### src/rtl/excp_flush_ctrl_pkg.sv
// Shared constants for the exception/ERTN flush controller: Ecode/EsubCode values,
// bit positions within ws_excp_num, and the controller state encoding.
package excp_flush_ctrl_pkg;

    localparam logic [5:0] ECODE_INT = 6'h00;
    localparam logic [5:0] ECODE_ADE = 6'h08;
    localparam logic [5:0] ECODE_ALE = 6'h09;
    localparam logic [5:0] ECODE_SYS = 6'h0B;
    localparam logic [5:0] ECODE_BRK = 6'h0C;
    localparam logic [5:0] ECODE_INE = 6'h0D;
    localparam logic [5:0] ECODE_IPE = 6'h0E;
    localparam logic [5:0] ECODE_DBG = 6'h3F;

    localparam logic [8:0] ESUBCODE_NONE = 9'd0;
    localparam logic [8:0] ESUBCODE_ADEF = 9'd0;
    localparam logic [8:0] ESUBCODE_ADEM = 9'd1;

    localparam int EXCP_BIT_INT  = 0;
    localparam int EXCP_BIT_ADEF = 1;
    localparam int EXCP_BIT_INE  = 2;
    localparam int EXCP_BIT_IPE  = 3;
    localparam int EXCP_BIT_SYS  = 4;
    localparam int EXCP_BIT_BRK  = 5;
    localparam int EXCP_BIT_ALE  = 6;
    localparam int EXCP_BIT_ADEM = 7;
    localparam int EXCP_BIT_RSVD = 8;

    localparam logic [1:0] EFC_IDLE     = 2'd0;
    localparam logic [1:0] EFC_FLUSH    = 2'd1;
    localparam logic [1:0] EFC_REDIRECT = 2'd2;

endpackage

### src/rtl/excp_ecode_enc.sv
// Priority encoder turning the WB exception vector into Ecode/EsubCode and a
// flag telling whether the cause records a bad virtual address.
module excp_ecode_enc
    import excp_flush_ctrl_pkg::*;
(
    input  logic [8:0] excp_num,
    output logic [5:0] ecode,
    output logic [8:0] esubcode,
    output logic       uses_badv
);

    // Highest-priority cause first; an empty or reserved-only vector yields the debug marker.
    always_comb begin
        ecode     = ECODE_DBG;
        esubcode  = ESUBCODE_NONE;
        uses_badv = 1'b0;
        if (excp_num[EXCP_BIT_INT]) begin
            ecode = ECODE_INT;
        end else if (excp_num[EXCP_BIT_ADEF]) begin
            ecode     = ECODE_ADE;
            esubcode  = ESUBCODE_ADEF;
            uses_badv = 1'b1;
        end else if (excp_num[EXCP_BIT_INE]) begin
            ecode = ECODE_INE;
        end else if (excp_num[EXCP_BIT_IPE]) begin
            ecode = ECODE_IPE;
        end else if (excp_num[EXCP_BIT_SYS]) begin
            ecode = ECODE_SYS;
        end else if (excp_num[EXCP_BIT_BRK]) begin
            ecode = ECODE_BRK;
        end else if (excp_num[EXCP_BIT_ALE]) begin
            ecode     = ECODE_ALE;
            uses_badv = 1'b1;
        end else if (excp_num[EXCP_BIT_ADEM]) begin
            ecode     = ECODE_ADE;
            esubcode  = ESUBCODE_ADEM;
            uses_badv = 1'b1;
        end else if (excp_num[EXCP_BIT_RSVD]) begin
            ecode = ECODE_DBG;
        end
    end

endmodule

### src/rtl/excp_flush_ctrl.sv
// Exception entry / ERTN return sequencer behind WB: CSR update pulse, timed pipeline
// flush, then an IF redirect held until accepted. EXCP_FLUSH_CTRL_INT_EN adds interrupt ports.
module excp_flush_ctrl
    import excp_flush_ctrl_pkg::*;
#(
    parameter int FLUSH_CYCLES = 2,
    parameter int PC_W         = 32
) (
    input  logic            clk,
    input  logic            reset,
    input  logic            excp_flush,
    input  logic            ertn_flush,
    input  logic [8:0]      ws_excp_num,
    input  logic [PC_W-1:0] ws_pc,
    input  logic [PC_W-1:0] ws_badv,
    input  logic [PC_W-1:0] csr_eentry,
    input  logic [PC_W-1:0] csr_era,
`ifdef EXCP_FLUSH_CTRL_INT_EN
    input  logic            int_pending,
    input  logic            csr_crmd_ie,
`endif
    output logic            ctrl_busy,
    output logic            pipe_flush,
    output logic            csr_excp_we,
    output logic            csr_ertn_we,
    output logic            csr_badv_we,
    output logic [5:0]      csr_ecode,
    output logic [8:0]      csr_esubcode,
    output logic [PC_W-1:0] csr_era_wdata,
    output logic [PC_W-1:0] csr_badv_wdata,
    output logic            redirect_valid,
    output logic [PC_W-1:0] redirect_pc,
    input  logic            redirect_ready
);

    localparam int CNT_W = (FLUSH_CYCLES > 1) ? $clog2(FLUSH_CYCLES) : 1;
    localparam logic [CNT_W-1:0] CNT_LAST = CNT_W'(FLUSH_CYCLES - 1);

    logic [1:0]       state;
    logic [CNT_W-1:0] cnt;
    logic             kind_excp;

    logic [5:0] enc_ecode;
    logic [8:0] enc_esubcode;
    logic       enc_uses_badv;

    logic       take_excp;
    logic [5:0] sel_ecode;
    logic [8:0] sel_esubcode;
    logic       sel_uses_badv;

    excp_ecode_enc u_enc (
        .excp_num  (ws_excp_num),
        .ecode     (enc_ecode),
        .esubcode  (enc_esubcode),
        .uses_badv (enc_uses_badv)
    );

`ifdef EXCP_FLUSH_CTRL_INT_EN
    // An enabled pending interrupt hijacks whatever instruction is committing.
    logic int_force;
    assign int_force     = int_pending & csr_crmd_ie & (excp_flush | ertn_flush);
    assign take_excp     = excp_flush | int_force;
    assign sel_ecode     = int_force ? ECODE_INT : enc_ecode;
    assign sel_esubcode  = int_force ? ESUBCODE_NONE : enc_esubcode;
    assign sel_uses_badv = int_force ? 1'b0 : enc_uses_badv;
`else
    assign take_excp     = excp_flush;
    assign sel_ecode     = enc_ecode;
    assign sel_esubcode  = enc_esubcode;
    assign sel_uses_badv = enc_uses_badv;
`endif

    assign ctrl_busy      = (state != EFC_IDLE);
    assign pipe_flush     = (state == EFC_FLUSH);
    assign redirect_valid = (state == EFC_REDIRECT);

    // CSR pulses are set on the IDLE->FLUSH edge so they land on the first FLUSH cycle only.
    always_ff @(posedge clk) begin
        if (reset) begin
            state          <= EFC_IDLE;
            cnt            <= '0;
            kind_excp      <= 1'b0;
            csr_excp_we    <= 1'b0;
            csr_ertn_we    <= 1'b0;
            csr_badv_we    <= 1'b0;
            csr_ecode      <= '0;
            csr_esubcode   <= '0;
            csr_era_wdata  <= '0;
            csr_badv_wdata <= '0;
            redirect_pc    <= '0;
        end else begin
            csr_excp_we <= 1'b0;
            csr_ertn_we <= 1'b0;
            csr_badv_we <= 1'b0;
            case (state)
                EFC_IDLE: begin
                    if (take_excp) begin
                        state          <= EFC_FLUSH;
                        cnt            <= '0;
                        kind_excp      <= 1'b1;
                        csr_excp_we    <= 1'b1;
                        csr_badv_we    <= sel_uses_badv;
                        csr_ecode      <= sel_ecode;
                        csr_esubcode   <= sel_esubcode;
                        csr_era_wdata  <= ws_pc;
                        csr_badv_wdata <= ws_badv;
                    end else if (ertn_flush) begin
                        state       <= EFC_FLUSH;
                        cnt         <= '0;
                        kind_excp   <= 1'b0;
                        csr_ertn_we <= 1'b1;
                    end
                end
                EFC_FLUSH: begin
                    if (cnt == CNT_LAST) begin
                        redirect_pc <= kind_excp ? csr_eentry : csr_era;
                        state       <= EFC_REDIRECT;
                    end else begin
                        cnt <= cnt + CNT_W'(1);
                    end
                end
                EFC_REDIRECT: begin
                    if (redirect_ready) begin
                        state <= EFC_IDLE;
                    end
                end
                default: state <= EFC_IDLE;
            endcase
        end
    end

endmodule

### config.mk
export PLATFORM = sky130hd
export DESIGN_NAME = excp_flush_ctrl
export DESIGN_NICKNAME = d
export VERILOG_FILES = /design/src/rtl/excp_flush_ctrl_pkg.sv /design/src/rtl/excp_ecode_enc.sv /design/src/rtl/excp_flush_ctrl.sv
export SDC_FILE = /design/constraint.sdc
export NUM_CORES = 1
export LEC_CHECK = 0
export BUFFER_PORTS_ARGS = -buffer_cell sky130_fd_sc_hd__buf_2
export CAP_MARGIN = 20
export CORE_MARGIN = 2
export CORE_UTILIZATION = 43
export DETAILED_ROUTE_END_ITERATION = 8
export PLACE_DENSITY = 0.88
export SLEW_MARGIN = 10
export SYNTH_ARGS = -nofsm -noshare
export SYNTH_HDL_FRONTEND = slang
export SYNTH_SLANG_ARGS = --single-unit
### constraint.sdc
create_clock -name clk -period 1.9 [get_ports clk]
set_clock_uncertainty 0.05 [all_clocks]
set_input_delay 0.38 -clock clk [delete_from_list [all_inputs] [get_ports clk]]
set_output_delay 0.38 -clock clk [all_outputs]
set_load 0.01 [all_outputs]
==> out/results.tsv <==
stage	metric	value	unit
sta	share of the cycle needed by the critical path after routing	89.0	%
sta	headroom to the max-slew limit	64.7	%
route	residual antenna-violating net count after detailed routing	0	
sta	Worst-Margin Slew	515	ps
route	DR WL/cell	13.3	µm
route	iteration-0 DRC count of the detailed router	119	
cells_and_area	final design area excluding fillers	0.00574	mm²
global_route	first-pass GRT wire length	17000	µm
worst_setup_path	CP required	1470	ps
synthesis	share of the synthesized area in the top cell type	52.0	%
sta	Fin. Hold Viols	0	
synthesis	Most used DFF post-synth	dfxtp_1	
synthesis	cells after synthesis	495	
power_and_ir_drop	static leakage	2.69	nW
worst_setup_path	internal reg-to-reg setup slack	340	ps
die	number of placement rows	36	
global_route	largest net degree at the start of global routing	66	
cells_and_area	number of nets in the layout	870	
worst_setup_path	Worst Path Arrival	1260	ps
global_route	met1 demand-to-capacity share in global routing	25.0	%
synthesis	largest cells by area after synthesis	dfxtp_1, nand2_1, a21oi_1	
die	x dimension of the die	103	µm
cells_and_area	Inserted Diodes	0	
sta	setup repair after global routing missed its margin	no	
sta	Setup TNS	0	ps
cells_and_area	most common cell after layout, fill and taps aside	buf_2	
clocking	worst skew pair latency	350	ps
job	max_cap viols	0	
clocking	hold buffer count at CTS	0	
worst_setup_path	startpoint types	flip-flop	
synthesis	post-synth top area cell	dfxtp_1	
clocking	H-tree Lvls	3	
cells_and_area	Area Overhead vs Synth	36.7	%
sta	Final Max Tran Viols	0	
global_route	GRT met3 Usage	5.22	%
sta	achievable frequency	591	MHz
placed_design	half-perimeter wire length after placement	8620	µm
sta	least setup slack across all paths after layout	208	ps
outcome	outcome	finished, final reports clean	
clocking	CTS tree	yes	
die	Die Area	0.0106	mm²
worst_setup_path	Critical Path Fanout Max	8	
synthesis	number of register bits inferred by synthesis	109	
cells_and_area	fillcell total	918	
clocking	cell at the root of the clock tree	clkbuf_8	
synthesis	post-synthesis instance area	0.00420	mm²
placed_design	number of port buffers	249	
synthesis	Netlist cell types	32	
global_route	number of global-route vias before repair	3577	
placed_design	pre-CTS worst setup slack	140	ps
synthesis	Synthesis Warnings	0	
synthesis	number of synthesized flops with an enable pin	0	
synthesis	share of synthesized registers carrying an async set or reset	0	%
global_route	met2 routing resource usage after global routing	34.5	%
route	Via-to-Cell Ratio	4.81	
route	first-pass iteration count of the detailed router	4	
power_and_ir_drop	overall power after layout	4.56	mW
clocking	post-cts sizing count	0	
synthesis	mean instance size in the synthesized netlist	8.48	µm²
global_route	total gr overflow	0	
global_route	initial antenna violation count	0	
die	total I/O pin count	259	
cells_and_area	fraction of layout cells with a size suffix above 1	38.9	%
sta	post-layout min period	1690	ps
worst_setup_path	Setup Crit Path Kind	flip-flop to output port	
clocking	number of sinks driven by the clock tree	109	
global_route	busiest layer in global routing	met2	
route	final WL	11500	µm
worst_setup_path	element type at the critical path end	output port	
global_route	global-route total usage across every layer	20.3	%
min_path	type of the most critical hold path	primary input to flip-flop	
power_and_ir_drop	peak supply drop	0.475	mV
clocking	clk buf depth	2	
clocking	number of buffers inserted by post-CTS setup repair	0	
clocking	clock edge transition at the registers on the reported setup and hold paths	100	ps
synthesis	fraction of the yosys area taken by sequential cells	52.0	%
power_and_ir_drop	power density over cell area	794	mW/mm²
clocking	number of buffers inserted during clock tree synthesis	9	
cells_and_area	highest-count cells in the layout ignoring fill and taps	buf_2, nand2_1, dfxtp_1, a21oi_1, nor2_1	
placed_design	area of placed instances	0.00557	mm²
die	initial core utilization	43.5	%
die	die outline height	103	µm
route	total number of vias	4158	
route	DRC violations left	0	
sta	number of setup violations in the final report	0	
placed_design	routability congestion estimate from global placement	0.833	
die	area inside the core boundary	0.00964	mm²
[critical path, stage by stage (launching register included)]
cell	delay, ps
dfxtp_1	320
buf_4	150
or2_2	290
buf_2	150
[layer usage]
layer / part of all wire, % / wire length, µm
met4: 1.7 / 194
met2: 49 / 5620
met1: 42 / 4790
met3: 7.5 / 857
met5: 0 / 0
[cell type report]
class / count / area [µm²] / share of cell area (%)
flip-flops and latches: 109 / 2180 / 38.1
multi-input cells: 341 / 1810 / 31.5
repair buffers: 263 / 1400 / 24.5
well taps: 133 / 166 / 2.90
clock buffers: 11 / 131 / 2.29
clock inverters: 4 / 32.5 / 0.567
inverters: 4 / 15.0 / 0.262
[cell usage after synthesis, drive strengths merged (2+ instances only)]
| master | n |
|---|---|
| a2111oi | 3 |
| a211oi | 33 |
| a21oi | 70 |
| buf | 20 |
| clkbuf | 28 |
| dfxtp | 109 |
| inv | 4 |
| mux2i | 32 |
| nand2 | 131 |
| nand3b | 2 |
| nor2 | 38 |
| nor2b | 2 |
| nor3 | 6 |
| o21ai | 3 |
| or3b | 2 |
[state kept, by name, summed over array words and instances, names as in the netlist]
signal	count
cnt	1
csr_badv_we	1
state	2
csr_esubcode	1
kind_excp	1
csr_ecode	5
csr_badv_wdata	32
csr_ertn_we	1
redirect_pc	32
csr_era_wdata	32
csr_excp_we	1
[report_power, final]
group	internal (mW)	switching [mW]
Sequential	2.42	0.0711
Combinational	0.376	0.460
Clock	0.481	0.747
[through the flow]
step	cells	hold slack, ps	utilization (%)
2_1_floorplan	502	397	-
3_3_place_gp	850	387	57.8
3_5_place_dp	850	393	57.8
4_1_cts	865	173	59.5
5_1_grt	865	171	59.5
6_report	865	197	59.5
[path summary, 6_finish.rpt]
kind	start	to	depth (start not counted)
min reg2reg	csr_era_wdata[19]$_SDFFE_PP0N_	csr_era_wdata[19]$_SDFFE_PP0N_	2
min	ws_pc[11]	csr_era_wdata[11]$_SDFFE_PP0N_	3
max	state[1]$_SDFFE_PP0P_	ctrl_busy	3
max reg2reg	state[1]$_SDFFE_PP0P_	csr_ecode[0]$_SDFFE_PP0N_	3
[cell families after synthesis]
family,synth area share [%]
other,0.0893
AOI/OAI and AO/OA,16.0
muxes,7.63
buffers and inverters,5.81
DFF,52.0
and+or+nand+nor,18.5
Power figures use the tool's default switching activity.
